## config.mk

```make
export PLATFORM = sky130hd
export DESIGN_NAME = spmv_job_launcher
export DESIGN_NICKNAME = d
export VERILOG_FILES = /design/src/rtl/spmv_pkg.sv /design/src/rtl/spmv_sat_counter.sv /design/src/rtl/spmv_job_launcher.sv
export SDC_FILE = /design/constraint.sdc
export NUM_CORES = 1
export LEC_CHECK = 0
export ABC_CLOCK_PERIOD_IN_PS = 3850
export CAP_MARGIN = 40
export CORE_MARGIN = 3
export CORE_UTILIZATION = 40
export CTS_BUF_LIST = sky130_fd_sc_hd__clkbuf_4 sky130_fd_sc_hd__clkbuf_8 sky130_fd_sc_hd__clkbuf_16
export DETAILED_ROUTE_END_ITERATION = 10
export HOLD_SLACK_MARGIN = 0.15
export PLACE_DENSITY = 0.78
export SLEW_MARGIN = 10
export SYNTH_ARGS = -nofsm -noshare
export SYNTH_HDL_FRONTEND = slang
export SYNTH_SLANG_ARGS = --single-unit
```

## constraint.sdc

```tcl
create_clock -name aclk -period 3.85 [get_ports aclk]
set_input_delay 0.5775 -clock aclk [delete_from_list [all_inputs] [get_ports aclk]]
set_output_delay 0.5775 -clock aclk [all_outputs]
set_load 0.03 [all_outputs]
```

## src/rtl/spmv_pkg.sv

```systemverilog
// Shared types and constants for the SpMV job launcher.
// Contents: launcher FSM states, ctrl/status bit indices, config slice layout.
// No logic; imported by every launcher file.
package spmv_pkg;

    typedef enum logic [1:0] {
        IDLE  = 2'd0,
        ISSUE = 2'd1,
        RUN   = 2'd2,
        DONE  = 2'd3
    } launcher_state_t;

    // ctrl word bit positions
    localparam int CTRL_START  = 0;
    localparam int CTRL_ABORT  = 1;
    localparam int CTRL_IRQ_EN = 2;

    // status word bit positions; [15:6] zero, [31:16] job id
    localparam int ST_BUSY        = 0;
    localparam int ST_DONE        = 1;
    localparam int ST_ERR_ZERO    = 2;
    localparam int ST_ERR_TIMEOUT = 3;
    localparam int ST_ERR_ABORT   = 4;
    localparam int ST_OVERRUN     = 5;

    // One kernel's slice of the configuration register file
    localparam int SPMV_CFG_W = 96;

    typedef struct packed {
        logic [31:0] nnz_num;
        logic [31:0] row_num;
        logic [31:0] ctrl;
    } spmv_cfg_t;

endpackage

```

## src/rtl/spmv_sat_counter.sv

```systemverilog
// 32-bit counter with synchronous clear and enable, saturating at all-ones.
// Ports: clk, rst (sync, active-high), clr (priority over en), en, count.
// Latency: count reflects clr/en one cycle later; no backpressure.
module spmv_sat_counter (
    input  logic        clk,
    input  logic        rst,
    input  logic        clr,
    input  logic        en,
    output logic [31:0] count
);

    logic [31:0] count_q;
    logic [31:0] count_d;

    always_comb begin
        count_d = count_q;
        if (clr) begin
            count_d = '0;
        end else if (en && (count_q != 32'hFFFF_FFFF)) begin
            count_d = count_q + 32'd1;
        end
    end

    always_ff @(posedge clk) begin
        if (rst) begin
            count_q <= '0;
        end else begin
            count_q <= count_d;
        end
    end

    assign count = count_q;

endmodule

```

## src/rtl/spmv_job_launcher.sv

```systemverilog
// Per-kernel job sequencer: start detect, descriptor issue, completion/abort/timeout tracking.
// Ports: aclk/areset, cfg_* slice in, job_* valid/ready descriptor out, kernel_done in,
//        kernel_abort/status/cycle_count/irq out. Latency: start edge -> job_valid 1 cycle,
//        kernel_done -> irq 1 cycle. Backpressure: job_valid held with stable fields until job_ready.
module spmv_job_launcher
    import spmv_pkg::*;
#(
    parameter logic [31:0] TIMEOUT_CYCLES = 32'd0,
    parameter int          JOB_ID_W       = 16
) (
    input  logic        aclk,
    input  logic        areset,
    input  logic [31:0] cfg_ctrl,
    input  logic [31:0] cfg_row_num,
    input  logic [31:0] cfg_nnz_num,
    output logic        job_valid,
    input  logic        job_ready,
    output logic [31:0] job_row_num,
    output logic [31:0] job_nnz_num,
    input  logic        kernel_done,
    output logic        kernel_abort,
    output logic [31:0] status,
    output logic [31:0] cycle_count,
    output logic        irq
);

    logic [SPMV_CFG_W-1:0] cfg_flat;
    spmv_cfg_t             cfg;

    assign cfg_flat = {cfg_nnz_num, cfg_row_num, cfg_ctrl};
    assign cfg      = spmv_cfg_t'(cfg_flat);

    // ctrl bits above irq_en carry no meaning for the launcher
    logic unused_ctrl_bits;
    assign unused_ctrl_bits = ^cfg.ctrl[31:3];

    launcher_state_t     state_q, state_d;
    logic                start_q;
    logic [31:0]         row_q, row_d;
    logic [31:0]         nnz_q, nnz_d;
    logic [JOB_ID_W-1:0] job_id_q, job_id_d;
    logic                done_q, done_d;
    logic                err_zero_q, err_zero_d;
    logic                err_to_q, err_to_d;
    logic                err_ab_q, err_ab_d;
    logic                overrun_q, overrun_d;
    logic                abort_pend_q, abort_pend_d;

    logic start_edge;
    logic abort_req;
    logic timeout_hit;
    logic cnt_clr;
    logic cnt_en;
    logic kabort;

    assign start_edge  = cfg.ctrl[CTRL_START] & ~start_q;
    // An abort seen while the descriptor was still pending is replayed on the first RUN cycle
    assign abort_req   = cfg.ctrl[CTRL_ABORT] | abort_pend_q;
    assign timeout_hit = (TIMEOUT_CYCLES != 32'd0) && (cycle_count == (TIMEOUT_CYCLES - 32'd1));

    always_comb begin
        state_d      = state_q;
        row_d        = row_q;
        nnz_d        = nnz_q;
        job_id_d     = job_id_q;
        done_d       = done_q;
        err_zero_d   = err_zero_q;
        err_to_d     = err_to_q;
        err_ab_d     = err_ab_q;
        overrun_d    = overrun_q;
        abort_pend_d = abort_pend_q;
        cnt_clr      = 1'b0;
        cnt_en       = 1'b0;
        kabort       = 1'b0;

        if (start_edge && (state_q != IDLE)) begin
            overrun_d = 1'b1;
        end

        case (state_q)
            IDLE: begin
                abort_pend_d = 1'b0;
                if (start_edge) begin
                    done_d     = 1'b0;
                    err_zero_d = 1'b0;
                    err_to_d   = 1'b0;
                    err_ab_d   = 1'b0;
                    overrun_d  = 1'b0;
                    cnt_clr    = 1'b1;
                    row_d      = cfg.row_num;
                    nnz_d      = cfg.nnz_num;
                    if ((cfg.row_num == 32'd0) || (cfg.nnz_num == 32'd0)) begin
                        err_zero_d = 1'b1;
                        done_d     = 1'b1;
                        state_d    = DONE;
                    end else begin
                        state_d = ISSUE;
                    end
                end
            end
            ISSUE: begin
                if (cfg.ctrl[CTRL_ABORT]) begin
                    abort_pend_d = 1'b1;
                end
                if (job_ready) begin
                    job_id_d = job_id_q + 1'b1;
                    state_d  = RUN;
                end
            end
            RUN: begin
                cnt_en = 1'b1;
                if (kernel_done) begin
                    done_d  = 1'b1;
                    state_d = DONE;
                end else if (abort_req) begin
                    kabort   = 1'b1;
                    err_ab_d = 1'b1;
                    done_d   = 1'b1;
                    state_d  = DONE;
                end else if (timeout_hit) begin
                    kabort   = 1'b1;
                    err_to_d = 1'b1;
                    done_d   = 1'b1;
                    state_d  = DONE;
                end
            end
            DONE: begin
                abort_pend_d = 1'b0;
                state_d      = IDLE;
            end
            default: state_d = IDLE;
        endcase
    end

    always_ff @(posedge aclk) begin
        if (areset) begin
            state_q      <= IDLE;
            start_q      <= 1'b0;
            row_q        <= '0;
            nnz_q        <= '0;
            job_id_q     <= '0;
            done_q       <= 1'b0;
            err_zero_q   <= 1'b0;
            err_to_q     <= 1'b0;
            err_ab_q     <= 1'b0;
            overrun_q    <= 1'b0;
            abort_pend_q <= 1'b0;
        end else begin
            state_q      <= state_d;
            start_q      <= cfg.ctrl[CTRL_START];
            row_q        <= row_d;
            nnz_q        <= nnz_d;
            job_id_q     <= job_id_d;
            done_q       <= done_d;
            err_zero_q   <= err_zero_d;
            err_to_q     <= err_to_d;
            err_ab_q     <= err_ab_d;
            overrun_q    <= overrun_d;
            abort_pend_q <= abort_pend_d;
        end
    end

    spmv_sat_counter u_cycle_cnt (
        .clk   (aclk),
        .rst   (areset),
        .clr   (cnt_clr),
        .en    (cnt_en),
        .count (cycle_count)
    );

    assign job_valid   = (state_q == ISSUE);
    assign job_row_num = row_q;
    assign job_nnz_num = nnz_q;
    // The kernel resets itself; never send it an abort while we are being reset
    assign kernel_abort = kabort & ~areset;
    assign irq          = (state_q == DONE) & cfg.ctrl[CTRL_IRQ_EN];
    assign status       = {16'(job_id_q), 10'd0, overrun_q, err_ab_q, err_to_q,
                           err_zero_q, done_q, (state_q != IDLE)};

endmodule

```

==> reports/results.tsv, run 1 <==
stage	metric	value	unit
synthesis	syn_area	0.00509	mm^2
pwr	power.density	565	mW/mm^2
drt	firstDrtPassIters	5	
timing	tns	0	ns
drt	vias	5133	
grt	grt.total_usage	0.212	
grt	antenna_found_initial	1	
finish	mostFrequentLayoutCells	clkdlybuf4s50_1 (189), nand2_1 (148), dfxtp_1 (120)	
clocking	cts_num_sinks	120	
timing	whs	0.445	ns
timing	tightest_slew	0.936	ns
timing	slew_headroom	0.376	
pwr	leakagePower	2.65	nW
grt	grt_pass1_vias	4977	
drt	vias_per_cell	5.15	
worst_setup_path	rr_worst_depth	5	
synthesis	syn_area_per_cell	7.99	um^2
place	gp_congestion	0.818	
floorplanning	rows	40	
clocking	ctsResizeCount	0	
drt	wl_per_cell	15.5	um
drt	drt_wl_total	15400	um
place	dpl.hpwl	11100	um
synthesis	synth_seq_cells	120	
clocking	cts_tree	done	
worst_setup_path	timing.rr.end	u_cycle_cnt.count[3]	
place	place_area	0.00704	mm^2
synthesis	synth.distinct_cells	42	
finish	fillers	1069	
clocking	cts.reportedPaths.clkPinSlew	0.05	ns
timing	fmax	326	MHz
floorplanning	die_h	119	um
worst_setup_path	required	3.27	ns
clocking	cts_inserted_buffers	17	
grt	grt_max_degree	89	
clocking	htreeDepth	4	
synthesis	yosysSeqAreaShare	0.472	
job	cap_violations	0	
timing	setup_viol	0	
timing	slew_viol_final	0	
worst_setup_path	path_class	reg -> out	
finish	drive_gt1_frac	0.0519	
floorplanning	pin_count	231	
hold_path	hold_depth	2	
worst_setup_path	reg2reg_slack	1.26	ns
drt	drtIter0Drc	335	
floorplanning	initial_core_util	0.417	
worst_setup_path	rr_startpoint	u_cycle_cnt.count[24]	
grt	overflow	0	
worst_setup_path	crit_arrival	2.49	ns
synthesis	yosys_warnings	0	
synthesis	post_synth_inst_count	638	
timing	worst_slack	0.787	ns
timing	fin_skew	0.00550	ns
clocking	root_buffer	clkbuf_16	
place	pre_cts_ws	0.923	ns
timing	fin_crit	3.06	ns
floorplanning	fp.dieW	119	um
floorplanning	coreArea	0.0122	mm^2
worst_setup_path	path_max_fanout	11	
clocking	clock_latency	0.41	ns
grt	grt_pass1_wl	24300	um
pwr	peakVddDrop	317	uV
run_status	status	finished clean	
finish	finalInstanceArea	0.00769	mm^2
worst_setup_path	start_kind	register	
drt	antenna_left	0	
clocking	cts_buffer_depth	2	
finish	final_nets	921	
finish	syn_to_final_growth	51.0	%
timing	finalCritPeriodShare	0.796	
finish	final_common_cell	clkdlybuf4s50_1	
timing	final_hold_viol_count	0	
timing	rsz0062_at_grt	false	
drt	drc_errors	0	
floorplanning	dieArea	0.0141	mm^2
hold_path	worstHoldPathType	reg -> reg	
place	port-buffer-count	190	
clocking	post_cts_buffers	0	
worst_setup_path	worst_setup_path_end_kind	primary output	
clocking	cts_hold_buffers	0	
-- through the flow --
step | power (mW) | instances | util
6_report | 4.34 | 997 | 0.630
5_1_grt | 4.53 | 997 | 0.630
4_1_cts | 4.37 | 995 | 0.629
3_5_place_dp | 2.63 | 963 | 0.576
3_3_place_gp | 2.61 | 963 | 0.576
2_1_floorplan | 2.18 | 648 | -
-- cell type report --
cell class,instances,area [um^2],area share
clock inverter,13,201,0.0262
inverter,12,45.0,0.00586
antenna,1,2.50,0.000325
tap,168,210,0.0273
timing repair buffer,195,1930,0.251
clock buffer,19,447,0.0581
sequential,120,2400,0.312
multi-input combinational,469,2450,0.319
-- power by group --
part	leakage (nW)	total (mW)	switching, mW	internal (mW)
Combinational	1.36	1.16	0.727	0.432
Clock	0.312	1.73	0.561	1.17
Sequential	0.976	1.46	0.0783	1.38
-- cells by family (layout without fill, tap and decap cells) --
family | after synthesis | after routing | share of synthesized area
fa+ha+maj | 6 | 6 | 0.0147
buf+inv | 59 | 239 | 0.0560
simple gates | 302 | 302 | 0.277
flops | 120 | 120 | 0.472
other cells | 1 | 12 | 0.000736
compound gates | 119 | 119 | 0.127
xor+xnor | 31 | 31 | 0.0533
-- layer usage --
| layer | GRT usage | share of wire |
|---|---|---|
| met3 | 0.0912 | 0.088 |
| met1 | 0.243 | 0.41 |
| met5 | 0 | 0 |
| met4 | 0.0905 | 0.021 |
| met2 | 0.346 | 0.48 |
-- Yosys cell counts --
| master | number | area, um^2 |
|---|---|---|
| a211oi_1 | 1 | 7.51 |
| o311a_1 | 1 | 10.0 |
| o21ai_0 | 18 | 90.1 |
| dfxtp_1 | 120 | 2400 |
| nand3_1 | 19 | 95.1 |
| o211ai_1 | 4 | 30.0 |
| xor2_1 | 15 | 131 |
| o21a_1 | 2 | 15.0 |
| a221oi_1 | 1 | 8.76 |
| buf_4 | 15 | 113 |
| o21bai_1 | 2 | 15.0 |
| o311ai_0 | 1 | 8.76 |
| conb_1 | 1 | 3.75 |
| nor4_1 | 27 | 169 |
| nand2b_1 | 1 | 6.26 |
| and2_1 | 3 | 18.8 |
| or4_1 | 3 | 22.5 |
| nor3b_1 | 1 | 7.51 |
| nand4_1 | 16 | 100 |
| or4_4 | 1 | 11.3 |
| ha_1 | 6 | 75.1 |
| nor2_1 | 48 | 180 |
| and4_1 | 3 | 26.3 |
| buf_1 | 5 | 18.8 |
| or2_2 | 1 | 6.26 |
| clkbuf_1 | 26 | 97.6 |
| o2111ai_1 | 1 | 8.76 |
| inv_1 | 12 | 45.0 |
| o31ai_1 | 5 | 37.5 |
| nand2_1 | 148 | 556 |
| o22ai_1 | 1 | 6.26 |
| nand3b_1 | 1 | 7.51 |
| buf_6 | 1 | 11.3 |
| nor4b_1 | 2 | 17.5 |
| nor2b_1 | 2 | 12.5 |
| nand4_4 | 1 | 21.3 |
| or4b_4 | 1 | 13.8 |
| and3_1 | 3 | 18.8 |
| a21oi_1 | 82 | 410 |
| or3_1 | 11 | 68.8 |
| xnor2_1 | 16 | 140 |
| nor3_1 | 10 | 50.1 |
-- sequential cells by signal, indices dropped and copies added (netlist names), named ones only --
name,flops
job_nnz_num,32
job_row_num,32
u_cycle_cnt.count,32
job_id_q,16
state_q,2
abort_pend_q,1
done_q,1
err_ab_q,1
err_zero_q,1
start_q,1
-- worst max-delay path by stage --
stage	start	end
floorplan	u_cycle_cnt.count[4]	u_cycle_cnt.count[27]
global placement	cfg_ctrl[1]	kernel_abort
detailed placement	cfg_ctrl[1]	kernel_abort
CTS	state_q[0]	kernel_abort
global route	state_q[0]	kernel_abort
finish	state_q[0]	kernel_abort
-- critical path, cell delays in order, from the launching register on --
cell and delay (ns):
dfxtp_1 0.33, inv_1 0.09, ha_1 0.43, nor3b_1 0.35, and2_1 0.17, clkdlybuf4s50_1 0.70
No activity file was read; power rests on OpenSTA's default activity.
==> run 2, diff against run 1 <==
--- a/config.mk
+++ b/config.mk
@@ -5,7 +5,7 @@
 export SDC_FILE = /design/constraint.sdc
 export NUM_CORES = 1
 export LEC_CHECK = 0
-export ABC_CLOCK_PERIOD_IN_PS = 3850
+export ABC_CLOCK_PERIOD_IN_PS = 3000
 export CAP_MARGIN = 40
 export CORE_MARGIN = 3
 export CORE_UTILIZATION = 40
==> constraint.sdc (replaced) <==
create_clock -name aclk -period 3 [get_ports aclk]
set_input_delay 0.45 -clock aclk [delete_from_list [all_inputs] [get_ports aclk]]
set_output_delay 0.45 -clock aclk [all_outputs]
set_load 0.03 [all_outputs]
==> run 2 against run 1 <==
Net effect: power rose by 25%; first-iteration DRC count is 8.7% higher; via count decreased by 0.49%; setup slack lost 0.42 ns; cell area fell by 0.34%; wire length is 1.4% lower; critical endpoint unchanged; core utilization shrank 0.22 points; die area is the same; largest cell class unchanged; flip-flop and latch count did not move; global-route usage decreased by 0.39 points; combinational power rose by 30%; critical path type is now in -> out; sequential share of layout area up 0.11 points.
==> reports/results.tsv, run 2 (synthesis results as in run 1) <==
stage	metric	value	unit	change
run_status	status	finished clean		
timing	whs	0.341	ns	-0.104 ns
drt	wl_per_cell	15.3	um	-1.4%
clocking	cts.reportedPaths.clkPinSlew	0.05	ns	about the same
timing	tns	0	ns	unchanged
worst_setup_path	crit_arrival	2.18	ns	-0.31 ns
drt	antenna_left	0		unchanged
finish	final_common_cell	clkdlybuf4s50_1		
timing	fin_skew	0.00814	ns	+0.00264 ns
place	port-buffer-count	190		unchanged
worst_setup_path	crit_path_cell_trace	clkdlybuf4s50_1 > nor2_1 > nor3b_1 > and2_1 > clkdlybuf4s50_1		
place	pre_cts_ws	0.348	ns	-0.575 ns
grt	use_met1	0.245		+0.00200
clocking	cts_hold_buffers	0		unchanged
worst_setup_path	cpMostUsedCell	clkdlybuf4s50_1		
place	dpl.hpwl	11100	um	+0.25%
floorplanning	initial_core_util	0.417		unchanged
finish	mostFrequentLayoutCells	clkdlybuf4s50_1 (189), nand2_1 (148), dfxtp_1 (120)		
finish	final_nets	922		+0.11%
clocking	post_cts_buffers	0		unchanged
timing	fin_crit	2.63	ns	
clocking	ctsResizeCount	0		unchanged
drt	drtIter0Drc	364		+8.7%
finish	post-route-util	0.628		-0.00215
grt	met2_usage	0.340		-0.00604
timing	setup_viol	0		unchanged
floorplanning	die_h	119	um	unchanged
grt	overflow	0		unchanged
timing	tightest_slew	0.908	ns	-0.0283 ns
clocking	cts_tree	done		
worst_setup_path	path_class	in -> out		
grt	grt_max_degree	89		unchanged
drt	vias	5108		-0.49%
clocking	htreeDepth	4		unchanged
job	cap_violations	0		unchanged
floorplanning	pin_count	231		unchanged
finish	insertedDiodeCount	0		-1
finish	finalInstanceArea	0.00767	mm^2	-0.34%
pwr	power.density	706	mW/mm^2	+25%
hold_path	worstHoldPathType	in -> reg		
timing	final_hold_viol_count	0		unchanged
worst_setup_path	required	2.55	ns	-0.72 ns
worst_setup_path	start_kind	input pin		
grt	grt_pass1_vias	4812		-3.3%
drt	drc_errors	0		unchanged
drt	vias_per_cell	5.12		-0.49%
finish	fillers	1051		-1.7%
drt	firstDrtPassIters	6		+1
grt	grt.total_usage	0.208		-0.00390
grt	use_met3	0.0878		-0.00332
timing	rsz0062_at_grt	false		
place	gp_congestion	0.827		+1.1%
floorplanning	dieArea	0.0141	mm^2	unchanged
pwr	leakagePower	2.65	nW	about the same
timing	fmax	380	MHz	
timing	slew_viol_final	0		unchanged
clocking	cts_num_sinks	120		unchanged
finish	syn_to_final_growth	50.5	%	
worst_setup_path	slowest_delay	0.70	ns	about the same
worst_setup_path	worst_setup_path_end_kind	primary output		
worst_setup_path	slowest_stage	clkdlybuf4s50_1		
clocking	root_buffer	clkbuf_16		
pwr	peakVddDrop	652	uV	+110%
clocking	cts_buffer_depth	2		unchanged
timing	finalCritPeriodShare	0.877		
clocking	clock_latency	0.41	ns	about the same
floorplanning	rows	40		unchanged
grt	grt_pass1_wl	23900	um	-1.8%
worst_setup_path	path_max_fanout	4		-7
floorplanning	coreArea	0.0122	mm^2	unchanged
drt	drt_wl_total	15200	um	-1.4%
finish	drive_gt1_frac	0.0531		+0.00114
timing	worst_slack	0.368	ns	-0.419 ns
timing	slew_headroom	0.395		+0.0189
place	place_area	0.00706	mm^2	+0.39%
clocking	cts_inserted_buffers	17		unchanged
grt	antenna_found_initial	0		-1
grt	busiest_layer	met2		
floorplanning	fp.dieW	119	um	unchanged
[run 2: area by class of cell]
type / count / area (um^2) / share of cell area
Multi-Input combinational cell: 469 / 2450 / 0.320
Sequential cell: 120 / 2400 / 0.313
Timing Repair Buffer: 196 / 1950 / 0.255
Clock buffer: 24 / 509 / 0.0664
Tap cell: 168 / 210 / 0.0274
Clock inverter: 8 / 92.6 / 0.0121
Inverter: 12 / 45.0 / 0.00588
[run 2: power breakdown]
part / internal, mW / total (mW) / switching, mW
logic: 0.569 / 1.51 / 0.942
registers: 1.77 / 1.87 / 0.102
clock network: 1.34 / 2.03 / 0.686
total: 3.68 / 5.41 / 1.73
[run 2: worst max-delay path, delay by kind of cell]
| family | cells | cell delay, ns |
|---|---|---|
| and+or+nand+nor | 3 | 0.50 |
| buffers and inverters | 2 | 1.24 |
[run 2: routing by layer]
metal,vias up,part of all wire
li1,2531,-
met3,19,0.091
met1,2367,0.40
met2,191,0.49
met5,-,0
met4,0,0.016
[run 2: worst paths after layout]
path	start	endpoint	slack, ns	cells after the start
worst max register to register	u_cycle_cnt.count[24]	u_cycle_cnt.count[3]	0.45	5
worst max-delay path	cfg_ctrl[1]	kernel_abort	0.37	5
worst min-delay path	areset	done_q	0.34	3
worst min register to register	register	register	0.45	2
[run 2: through the flow]
step	power, mW	cells
6_report	5.41	997
5_1_grt	5.63	997
4_1_cts	5.44	997
3_5_place_dp	3.40	965
3_3_place_gp	3.36	965
2_1_floorplan	2.80	648
